===== src/rtl/regfile_write_port_arbiter.sv =====
// rtl/regfile_write_port_arbiter.sv - round-robin arbiter sharing the register-file write port
// Optional build macro ZERO_REG_DISCARD_EN: writes to the top register are accepted but not strobed.
module regfile_write_port_arbiter #(
  parameter int N_REQ  = 4,
  parameter int ADDR_W = 6,
  parameter int DATA_W = 64
) (
  input  logic                       CLK,
  input  logic                       RESET_N,
  input  logic                       HOLD,
  input  logic [N_REQ-1:0]           REQ_VALID,
  input  logic [N_REQ*ADDR_W-1:0]    REQ_ADDR,
  input  logic [N_REQ*DATA_W-1:0]    REQ_DATA,
  output logic [N_REQ-1:0]           REQ_READY,
  output logic                       WR_EN,
  output logic [ADDR_W-1:0]          WR_SEL,
  output logic [DATA_W-1:0]          WR_DATA,
  output logic [2:0]                 GRANT_ID
);

  localparam int IDX_W = (N_REQ > 1) ? $clog2(N_REQ) : 1;

  logic [IDX_W-1:0]  ptr;
  logic [IDX_W-1:0]  idx;
  logic [IDX_W-1:0]  gnt_idx;
  logic              gnt_any;
  logic              wr_fire;
  logic [N_REQ-1:0]  ready_c;
  logic [ADDR_W-1:0] gnt_addr;
  logic [DATA_W-1:0] gnt_data;

  logic [ADDR_W-1:0] addr_arr [N_REQ];
  logic [DATA_W-1:0] data_arr [N_REQ];

  for (genvar i = 0; i < N_REQ; i++) begin : g_unpack
    assign addr_arr[i] = REQ_ADDR[i*ADDR_W +: ADDR_W];
    assign data_arr[i] = REQ_DATA[i*DATA_W +: DATA_W];
  end

  // Search starts just after the last granted source so it has lowest priority.
  always_comb begin
    ready_c  = '0;
    idx      = '0;
    gnt_idx  = '0;
    gnt_any  = 1'b0;
    gnt_addr = '0;
    gnt_data = '0;
    if (RESET_N && !HOLD) begin
      for (int k = 1; k <= N_REQ; k++) begin
        idx = IDX_W'((int'(ptr) + k) % N_REQ);
        if (!gnt_any && REQ_VALID[idx]) begin
          gnt_any      = 1'b1;
          gnt_idx      = idx;
          gnt_addr     = addr_arr[idx];
          gnt_data     = data_arr[idx];
          ready_c[idx] = 1'b1;
        end
      end
    end
  end

  assign REQ_READY = ready_c;

`ifdef ZERO_REG_DISCARD_EN
  assign wr_fire = gnt_any && (gnt_addr != {ADDR_W{1'b1}});
`else
  assign wr_fire = gnt_any;
`endif

  always_ff @(posedge CLK or negedge RESET_N) begin
    if (!RESET_N) begin
      WR_EN    <= 1'b0;
      WR_SEL   <= '0;
      WR_DATA  <= '0;
      GRANT_ID <= '0;
      ptr      <= IDX_W'(N_REQ - 1);
    end else begin
      WR_EN <= wr_fire;
      if (gnt_any) begin
        WR_SEL   <= gnt_addr;
        WR_DATA  <= gnt_data;
        GRANT_ID <= 3'(gnt_idx);
        ptr      <= gnt_idx;
      end
    end
  end

endmodule


===== config.mk =====
export PLATFORM = sky130hd
export DESIGN_NAME = regfile_write_port_arbiter
export DESIGN_NICKNAME = d
export VERILOG_FILES = /design/src/rtl/regfile_write_port_arbiter.sv
export SDC_FILE = /design/constraint.sdc
export NUM_CORES = 1
export LEC_CHECK = 0
export CAP_MARGIN = 30
export CORE_MARGIN = 3
export CORE_UTILIZATION = 50
export CTS_CLUSTER_DIAMETER = 100
export DETAILED_ROUTE_END_ITERATION = 6
export PLACE_DENSITY = 0.84
export SLEW_MARGIN = 20
export SYNTH_ARGS = -nofsm -noshare
export SYNTH_HDL_FRONTEND = slang
export SYNTH_SLANG_ARGS = --single-unit

===== constraint.sdc =====
create_clock -name CLK -period 10.85 [get_ports CLK]
set_input_delay 2.17 -clock CLK [delete_from_list [all_inputs] [get_ports CLK]]
set_output_delay 2.17 -clock CLK [all_outputs]
set_load 0.01 [all_outputs]

==> results of run 1 <==
-- cell families after synthesis --
| logic type | share of synthesized area, % |
|---|---|
| and+or+nand+nor | 13.4 |
| muxes | 51.4 |
| AOI/OAI and AO/OA | 14.1 |
| buffers and inverters | 5.11 |
| DFF | 15.0 |
| adders and majority gates | 0.800 |
| other | 0.0300 |
| xor gates and xnor gates | 0.0700 |
-- report_power, final --
part,switching (uW),internal (uW)
clock,126,151
sequential,136,423
combinational,1840,2040
-- Yosys cell counts (2+ instances only) --
library cell	instances	area, um^2
nand3_1	46	230
nand2b_1	47	294
o211ai_1	46	345
nor2_1	26	97.6
mux4_2	284	6400
a21o_1	5	37.5
inv_1	2	7.51
dfstp_2	2	52.6
o21a_1	2	15.0
a22oi_1	4	30.0
buf_2	49	245
nor3_1	2	10.0
buf_4	8	60.1
nor3b_1	2	15.0
o2bb2ai_1	24	210
a21oi_1	77	385
mux2i_1	3	30.0
o31ai_1	93	698
nor2b_1	2	12.5
nand2_1	53	199
and2_1	92	576
buf_1	8	30.0
o21ai_0	2	10.0
clkbuf_1	78	293
ha_1	8	100
dfrtp_1	73	1830
nand3b_1	28	210
-- path summary, 6_finish.rpt --
kind,slack (ns),cells after the start,from,to
worst min register to register,0.50,2,WR_DATA[52],WR_DATA[52]
worst min-delay path,0.50,2,WR_DATA[52],WR_DATA[52]
worst max register to register,6.00,9,ptr[1],WR_DATA[14]
max in group asynchronous,7.99,2,RESET_N,WR_DATA[7]
min in group asynchronous,1.81,1,RESET_N,WR_DATA[12]
worst max-delay path,3.01,7,REQ_VALID[2],REQ_READY[3]
-- sequential cells by signal, summed over array words and instances, names as in the netlist --
signal / count
GRANT_ID: 2
WR_DATA: 64
WR_EN: 1
WR_SEL: 6
ptr: 2
-- placed cells by master (no fill, tap or decap), drive strengths merged, types with 4 or more instances in the layout --
cell type / n
a21o: 5
a21oi: 77
a22oi: 4
and2: 92
buf: 22
clkbuf: 10
clkdlybuf4s50: 362
clkinv: 4
dfrtp: 73
ha: 8
mux4: 284
nand2: 53
nand2b: 47
nand3: 46
nand3b: 28
nor2: 27
o211ai: 46
o2bb2ai: 24
o31ai: 93
-- layout make-up --
type / count / area (um^2)
clock inverter: 4 / 20.0
tap: 324 / 405
timing repair buffer: 384 / 3890
clock buffer: 10 / 229
sequential: 75 / 1890
antenna: 3 / 7.51
fill: 1753 / 7960
multi-input combinational: 856 / 10000
inverter: 3 / 13.8
-- stage by stage --
stage          util, %  hold slack [ns]  power [uW]  instance area [um^2]  worst slack, ns
5_1_grt           67.4            0.520        5040                 16500             2.87
3_5_place_dp      66.0            0.495        4390                 16100             3.06
4_1_cts           67.0            0.509        4680                 16400             3.06
6_report          67.4            0.501        4720                 16500             3.01
3_3_place_gp      65.9            0.479        4270                 16100             3.17
2_1_floorplan        -            0.514        3420                 12500             5.09
-- worst reg2reg max path, delay by kind of cell (launching register included) --
| family | cells | cell delay, ns |
|---|---|---|
| adder cells (fa/ha/maj) | 1 | 0.50 |
| buffers and inverters | 4 | 1.73 |
| flip-flops | 1 | 0.97 |
| AO/OA/AOI/OAI | 3 | 0.71 |
| multiplexers | 1 | 0.85 |
-- metal layers --
metal  track usage, %  part of all wire (%)  vias to the layer above
met3             4.74                   8.6                      133
met2             49.3                    51                      769
met5                0                     0                        -
met1             38.9                    36                     5942
li1                 -                     -                     4982
met4             13.8                   4.8                        0
==> metrics.md, run 1 <==
| Metric | Value |
|---|---|
| Status | `completed` |
| Skew final | `0.00595 ns` |
| RSZ-0062 raised after global routing | `no` |
| Nets@finish | `1,624` |
| Seq/Total Area, Yosys | `15.0%` |
| Die span in x | `164 um` |
| Post-CTS Setup Inserts | `0` |
| CP Cell Sequence | `clkdlybuf4s50_1 -> mux4_4 -> nor4b_4 -> buf_4 -> a22oi_1 -> a21oi_1 -> clkdlybuf4s50_1` |
| Max cap viols | `0` |
| CTS tree | `done` |
| Num CTS Buffers | `9` |
| WL/cell | `24.8 um` |
| DRC viols | `0` |
| Via count | `11.8k` |
| Fraction of layout cells with a size suffix above 1 | `24.7%` |
| CP Buf/Inv Count | `3` |
| Final GP Congestion | `0.880` |
| Worst path top cell family by delay | `buffers and inverters` |
| Cell mode on critical path | `clkdlybuf4s50_1` |
| Initial antenna violation count | `2` |
| Actual slew at the worst max-slew pin | `0.990 ns` |
| Arr. time, crit path | `5.67 ns` |
| Max Clock Freq | `128 MHz` |
| CP max FO | `59` |
| Synth Cell Area | `12,500 um^2` |
| Clock root buffer | `clkbuf_16` |
| Initial Util | `51.1%` |
| Distinct cells, synth | `38` |
| Die Area | `27,000 um^2` |
| Vias per std cell | `7.13` |
| Initial DRC Count | `1,213` |
| Slew margin rel. | `34.0%` |
| PwrDens | `286 nW/um^2` |
| Synthesized area per cell | `11.6 um^2` |
| VDD IR max | `0.267 mV` |
| Top FF cell, synth | `dfrtp_1` |
| Resize count post-CTS | `0` |
| Post-synth EDFFs | `0` |
| Max incr delay on CP | `1.04 ns` |
| Synth Register Bits | `75` |
| Mapped Nets | `1,372` |
| Part of the cycle the worst path needs | `72.3%` |
| IO buf count | `363` |
| DRT Pass-1 Iters | `5` |
| Worst endpoint required time | `8.68 ns` |
| Setup TNS | `0 ns` |
| CP Class | `in2out` |
| Largest net degree at the start of global routing | `158` |
| Placed cell count | `1,638` |
| GR Overflow Total | `0` |
| Max-slew violations | `0` |
| CTS Hold Bufs | `0` |
| DP HPWL | `27,900 um` |
| DIE HEIGHT | `164 um` |
| Ys Warns | `0` |
| Leakage | `0.00552 uW` |
| GRT Total Usage | `29.8%` |
| DRT Wirelength | `41,200 um` |
| Post-DRT Antenna Nets | `0` |
| Sink Count | `75` |
| Clock latency on the worst-skew pair | `0.34 ns` |
| Ys async rst share | `100%` |
| Final setup fails | `0` |
| Clk slew on worst S/H paths | `0.06 ns` |
| Global-route wire length before repair | `63,500 um` |
| Fin. Hold Viols | `0` |
| Crit path max-delay cell type | `mux4_4` |
| Gate Count Post-Synth | `1,077` |
| Crit. End Element | `output pin` |
| Post-route insts no fill | `1,659` |
| H-Tree Level Count | `3` |
| Post-route minimum period | `7.84 ns` |
| Maximum clock path buffer count | `2` |
| I/O pin cnt | `365` |
| Area Growth Syn to Fin | `31.9%` |
| Vias in the first global route | `11.7k` |
| Startpoint types | `primary input` |
| HP Class | `reg2reg` |
| Row Count | `57` |
| Core outline area | `24,500 um^2` |
No activity file was read; power rests on OpenSTA's default activity.
==> run 2, diff against run 1 <==
Clock period 10.85 ns to 7.8 ns, I/O delays scaled along.
==> metrics.md, run 2 (synthesis gave the netlist of run 1 again) <==
| Metric | Value |
|---|---|
| H-Tree Level Count | `3 (unchanged)` |
| CP Class | `in2out` |
| Most common cell after layout, fill and taps aside | `clkdlybuf4s50_1` |
| Final instance area | `16,600 um^2 (+0.74%)` |
| CP max FO | `48 (-19%)` |
| Leakage | `0.00559 uW (+1.2%)` |
| Startpoint types | `primary input` |
| Global-route wire length before repair | `63,900 um (+0.72%)` |
| Number of flip-flops in the largest register | `64 (unchanged)` |
| Vias in the first global route | `11.7k (+0.35%)` |
| Crit. End Element | `output pin` |
| Clock power share | `7.5% (+1.6 points)` |
| Maximum clock path buffer count | `2 (unchanged)` |
| Row Count | `57 (unchanged)` |
| Max-slew violations | `0 (unchanged)` |
| PwrDens | `400 nW/um^2 (+40%)` |
| Slew margin rel. | `36.5% (+2.5 points)` |
| Skew final | `0.0104 ns (+0.00441 ns)` |
| Setup TNS | `0 ns (unchanged)` |
| Post-CTS Setup Inserts | `0 (unchanged)` |
| Combinational fraction of design power | `80.9% (-1.4 points)` |
| Final setup fails | `0 (unchanged)` |
| Status | `completed` |
| Nets@finish | `1,629 (+0.31%)` |
| Biggest register | `WR_DATA` |
| WL/cell | `24.7 um (-0.35%)` |
| Actual slew at the worst max-slew pin | `0.953 ns (-0.0368 ns)` |
| Core outline area | `24,500 um^2 (unchanged)` |
| Worst endpoint required time | `6.24 ns (-2.44 ns)` |
| Part of the cycle the worst path needs | `81.2%` |
| DP HPWL | `27,500 um (-1.3%)` |
| DRT Pass-1 Iters | `7 (+2)` |
| Fraction of layout cells with a size suffix above 1 | `25.1% (+0.41 points)` |
| Largest registers | `WR_DATA (64), WR_SEL (6)` |
| I/O pin cnt | `365 (unchanged)` |
| Max cap viols | `0 (unchanged)` |
| DIE HEIGHT | `164 um (unchanged)` |
| Via count | `11.9k (+0.91%)` |
| GR Overflow Total | `0 (unchanged)` |
| Sequential Power Share | `11.6% (-0.2 points)` |
| VDD IR max | `0.337 mV (+26%)` |
| Net Sw Power | `2930 uW (+39%)` |
| Die Area | `27,000 um^2 (unchanged)` |
| Resize count post-CTS | `0 (unchanged)` |
| Post-DRT Antenna Nets | `0 (unchanged)` |
| Final hold slack | `0.481 ns (-0.0192 ns)` |
| Sw frac | `44.0% (-0.60 points)` |
| Initial Util | `51.1% (unchanged)` |
| Final GP Congestion | `0.876 (-0.51%)` |
| Clk slew on worst S/H paths | `0.06 ns (about the same)` |
| P_int | `3730 uW (+42%)` |
| Clock latency on the worst-skew pair | `0.34 ns (about the same)` |
| Post-route minimum period | `6.33 ns` |
| HP Class | `reg2reg` |
| Initial antenna violation count | `1 (-1)` |
| CTS tree | `done` |
| CTS Hold Bufs | `0 (unchanged)` |
| IO buf count | `363 (unchanged)` |
| Initial DRC Count | `1,419 (+17%)` |
| Final Power | `6660 uW (+41%)` |
| Post-Place Cell Area | `16,100 um^2 (about the same)` |
| Arr. time, crit path | `4.77 ns (-0.90 ns)` |
| Clock root buffer | `clkbuf_16` |
| GRT Total Usage | `29.9% (+0.12 points)` |
| RSZ-0062 raised after global routing | `no` |
| Fin. Hold Viols | `0 (unchanged)` |
| Die span in x | `164 um (unchanged)` |
| Num CTS Buffers | `9 (unchanged)` |
| DRC viols | `0 (unchanged)` |
| Vias per std cell | `7.18 (+0.67%)` |
| Area Growth Syn to Fin | `32.9%` |
| Max Clock Freq | `158 MHz` |
| Most frequent cells in the layout | `clkdlybuf4s50_1, mux4_2, o31ai_1, and2_1, a21oi_1` |
| Largest net degree at the start of global routing | `176 (+11%)` |
| Sink Count | `75 (unchanged)` |
| DRT Wirelength | `41,100 um (-0.11%)` |
## run 2: power groups by stage
stage | Clock [uW] | Sequential, uW | Combinational [uW]
floorplan | 0 | 769 | 3990
global placement | 0 | 775 | 5160
detailed placement | 0 | 776 | 5310
CTS | 503 | 772 | 5310
global route | 522 | 797 | 5800
finish | 498 | 772 | 5390
## run 2: cell type report
cell class	count	area (um^2)
antenna	1	2.50
clock buffer	9	225
clock inverter	6	105
fill	1774	7840
inverter	3	13.8
multi-input combinational	856	10000
sequential	75	1890
tap	324	405
timing repair buffer	389	3940
## run 2: through the flow
step / setup WS (ns) / util [%] / cells
floorplan: 2.83 / - / 1077
global route: 1.29 / 68.0 / 1663
global placement: 1.24 / 66.0 / 1640
detailed placement: 1.16 / 66.0 / 1640
CTS: 1.15 / 67.3 / 1655
finish: 1.47 / 68.0 / 1663
## run 2: worst max-delay path, cell delays in order
cell and delay [ns]:
clkdlybuf4s50_1 0.53, mux4_4 0.97, nor4b_4 0.56, buf_6 0.24, a22oi_1 0.09, a21oi_1 0.20
clkdlybuf4s50_1 0.62
## run 2: worst paths after layout
kind	cells past startpoint	startpoint	slack, ns	to
max	7	REQ_VALID[0]	1.47	REQ_READY[3]
min	2	GRANT_ID[0]	0.48	GRANT_ID[0]
max reg2reg	10	ptr[1]	2.54	WR_DATA[56]
min reg2reg	2	GRANT_ID[0]	0.48	GRANT_ID[0]
max in group asynchronous	3	RESET_N	5.78	WR_DATA[51]
min in group asynchronous	1	RESET_N	1.07	GRANT_ID[1]
## run 2: routing by layer
layer | routed length [um] | up-vias | GRT usage [%]
li1 | - | 5011 | -
met1 | 14400 | 5986 | 38.6
met2 | 20600 | 798 | 49.2
met3 | 4040 | 139 | 4.99
met4 | 2170 | 0 | 15.0
met5 | 0 | - | 0
==> run 3, diff against run 2 <==
Settings changed: CORE_UTILIZATION 50 to 45, PLACE_DENSITY 0.84 to 0.8.
Clock period 7.8 ns to 5.8 ns, I/O delays scaled along.
==> metrics.md, run 3 (synthesis gave the netlist of run 1 again) <==
| Metric | Value |
|---|---|
| Skew final | `0.0104 ns (+0.0000334 ns)` |
| Core outline area | `27,200 um^2 (+11%)` |
| CTS tree | `done` |
| GR Util met2 | `43.9% (-5.3 points)` |
| Most frequent cells in the layout | `clkdlybuf4s50_1, mux4_2, o31ai_1, and2_1, a21oi_1` |
| Post-route insts no fill | `1,712 (+2.9%)` |
| Clk slew on worst S/H paths | `0.06 ns (about the same)` |
| CP Class | `in2out` |
| DRT Wirelength | `40,700 um (-1.1%)` |
| GR Overflow Total | `0 (unchanged)` |
| Clock latency on the worst-skew pair | `0.35 ns (about the same)` |
| Leakage | `0.00556 uW (-0.54%)` |
| Final setup fails | `0 (unchanged)` |
| GR peak layer | `met2` |
| WL/cell | `23.8 um (-4.0%)` |
| DRC viols | `0 (unchanged)` |
| Resize count post-CTS | `0 (unchanged)` |
| DIE HEIGHT | `173 um (+5.2%)` |
| Max Clock Freq | `195 MHz` |
| CP Buf/Inv Count | `2 (-1)` |
| CP max FO | `40 (-17%)` |
| Area Growth Syn to Fin | `32.9% (about the same)` |
| GR met3 Demand/Resource | `5.99% (+1.0 points)` |
| Vias in the first global route | `11.5k (-1.6%)` |
| Worst endpoint required time | `4.64 ns (-1.60 ns)` |
| Max incr delay on CP | `0.91 ns (-0.06 ns)` |
| DP HPWL | `27,700 um (+0.64%)` |
| Biggest register | `WR_DATA` |
| Initial DRC Count | `1,119 (-21%)` |
| Row Count | `60 (+5.3%)` |
| Vias per std cell | `6.86 (-4.4%)` |
| Post-CTS Setup Inserts | `0 (unchanged)` |
| PwrDens | `533 nW/um^2 (+33%)` |
| Die Area | `29,800 um^2 (+11%)` |
| Largest registers | `WR_DATA (64), WR_SEL (6)` |
| Fraction of layout cells with a size suffix above 1 | `25.2% (+0.056 points)` |
| Die span in x | `173 um (+5.2%)` |
| Post-DRT Antenna Nets | `0 (unchanged)` |
| Cell mode on critical path | `clkdlybuf4s50_1` |
| GRT Total Usage | `26.9% (-3.0 points)` |
| Status | `completed` |
| H-Tree Level Count | `3 (unchanged)` |
| Slew margin rel. | `36.8% (+0.28 points)` |
| Startpoint types | `primary input` |
| Sink Count | `75 (unchanged)` |
| Largest net degree at the start of global routing | `149 (-15%)` |
| Via count | `11.7k (-1.6%)` |
| Post-route minimum period | `5.13 ns` |
| Crit path max-delay cell type | `mux4_4` |
| Arr. time, crit path | `3.97 ns (-0.80 ns)` |
| Worst path top cell family by delay | `buffers and inverters` |
| Final GP Congestion | `0.867 (-0.93%)` |
| Clock root buffer | `clkbuf_16` |
| Fin. Hold Viols | `0 (unchanged)` |
| Max-slew violations | `0 (unchanged)` |
| Initial antenna violation count | `4 (+3)` |
| CTS Hold Bufs | `0 (unchanged)` |
| Initial Util | `46.0% (-5.1 points)` |
| I/O pin cnt | `365 (unchanged)` |
| Number of flip-flops in the largest register | `64 (unchanged)` |
| HP Class | `reg2reg` |
| Global-route wire length before repair | `65,000 um (+1.7%)` |
| Setup TNS | `0 ns (unchanged)` |
| IO buf count | `363 (unchanged)` |
| Part of the cycle the worst path needs | `88.5%` |
| DRT Pass-1 Iters | `5 (-2)` |
| Crit. End Element | `output pin` |
| Placed cell count | `1,692 (+3.2%)` |
| Num CTS Buffers | `9 (unchanged)` |
| Met1 usage | `36.6% (-1.9 points)` |
| Actual slew at the worst max-slew pin | `0.949 ns (-0.00422 ns)` |
| Fill count | `2,185 (+23%)` |
| Final Power | `8860 uW (+33%)` |
| RSZ-0062 raised after global routing | `no` |
| VDD IR max | `0.339 mV (+0.48%)` |
| Max cap viols | `0 (unchanged)` |
| Most common cell after layout, fill and taps aside | `clkdlybuf4s50_1` |
| CP Cell Sequence | `clkdlybuf4s50_1 -> mux4_4 -> nor4b_4 -> a22oi_1 -> a21oi_1 -> clkdlybuf4s50_1` |
| Nets@finish | `1,629 (unchanged)` |
| Maximum clock path buffer count | `2 (unchanged)` |
==> run 3: cell count changes in the layout (fill, tap and decap cells not counted), sizes merged <==
cell      change
clkinvlp      +2
bufinv        -2
clkinv        +1
==> run 3: per-layer routing <==
metal	vias to the layer above	part of all wire (%)
met5	-	0.076
met4	6	2.6
met3	77	9.6
met2	712	49
met1	5951	38
li1	4998	-
==> run 3: metrics by stage <==
step	setup WS (ns)	hold slack [ns]	utilization, %	cell area [um^2]
after detailed placement	0.704	0.471	59.8	16300
after global routing	0.416	0.509	61.2	16600
after CTS	0.660	0.485	60.9	16500
after floorplan	1.23	0.514	-	12500
final	0.668	0.485	61.2	16600
after global placement	0.776	0.466	59.8	16300
==> run 3: final timing paths <==
path / from / end / slack (ns) / cells after the start
worst max-delay path: REQ_VALID[0] / REQ_READY[1] / 0.67 / 6
worst min-delay path: GRANT_ID[0] / GRANT_ID[0] / 0.48 / 2
worst max register to register: ptr[0] / WR_DATA[8] / 1.38 / 8
worst min register to register: GRANT_ID[0] / GRANT_ID[0] / 0.48 / 2
max in group asynchronous: RESET_N / WR_DATA[62] / 3.93 / 2
min in group asynchronous: RESET_N / GRANT_ID[1] / 0.72 / 1
==> run 3: cell type report <==
class	count	area (um^2)	area share, %
Timing Repair Buffer	389	3920	23.6
Multi-Input combinational cell	856	10000	60.4
Clock buffer	9	225	1.35
Inverter	3	13.8	0.0828
Antenna cell	1	2.50	0.0150
Tap cell	372	465	2.80
Sequential cell	75	1890	11.3
Clock inverter	7	68.8	0.414
==> run 3: worst reg2reg max path: stages, from the launching register on <==
cell	delay (ns)
dfstp_4	0.99
inv_1	0.34
ha_4	0.39
mux4_4	0.55
buf_4	0.44
o41ai_4	0.52
buf_4	0.80
nand2_1	0.18
o211ai_1	0.12
==> run 3: power by group <==
| group | total [uW] | switching (uW) | internal, uW | leakage [uW] |
|---|---|---|---|---|
| combinational | 7200 | 3400 | 3810 | 0.00452 |
| clock | 587 | 255 | 332 | 0.000141 |
| sequential | 1070 | 280 | 791 | 0.000894 |
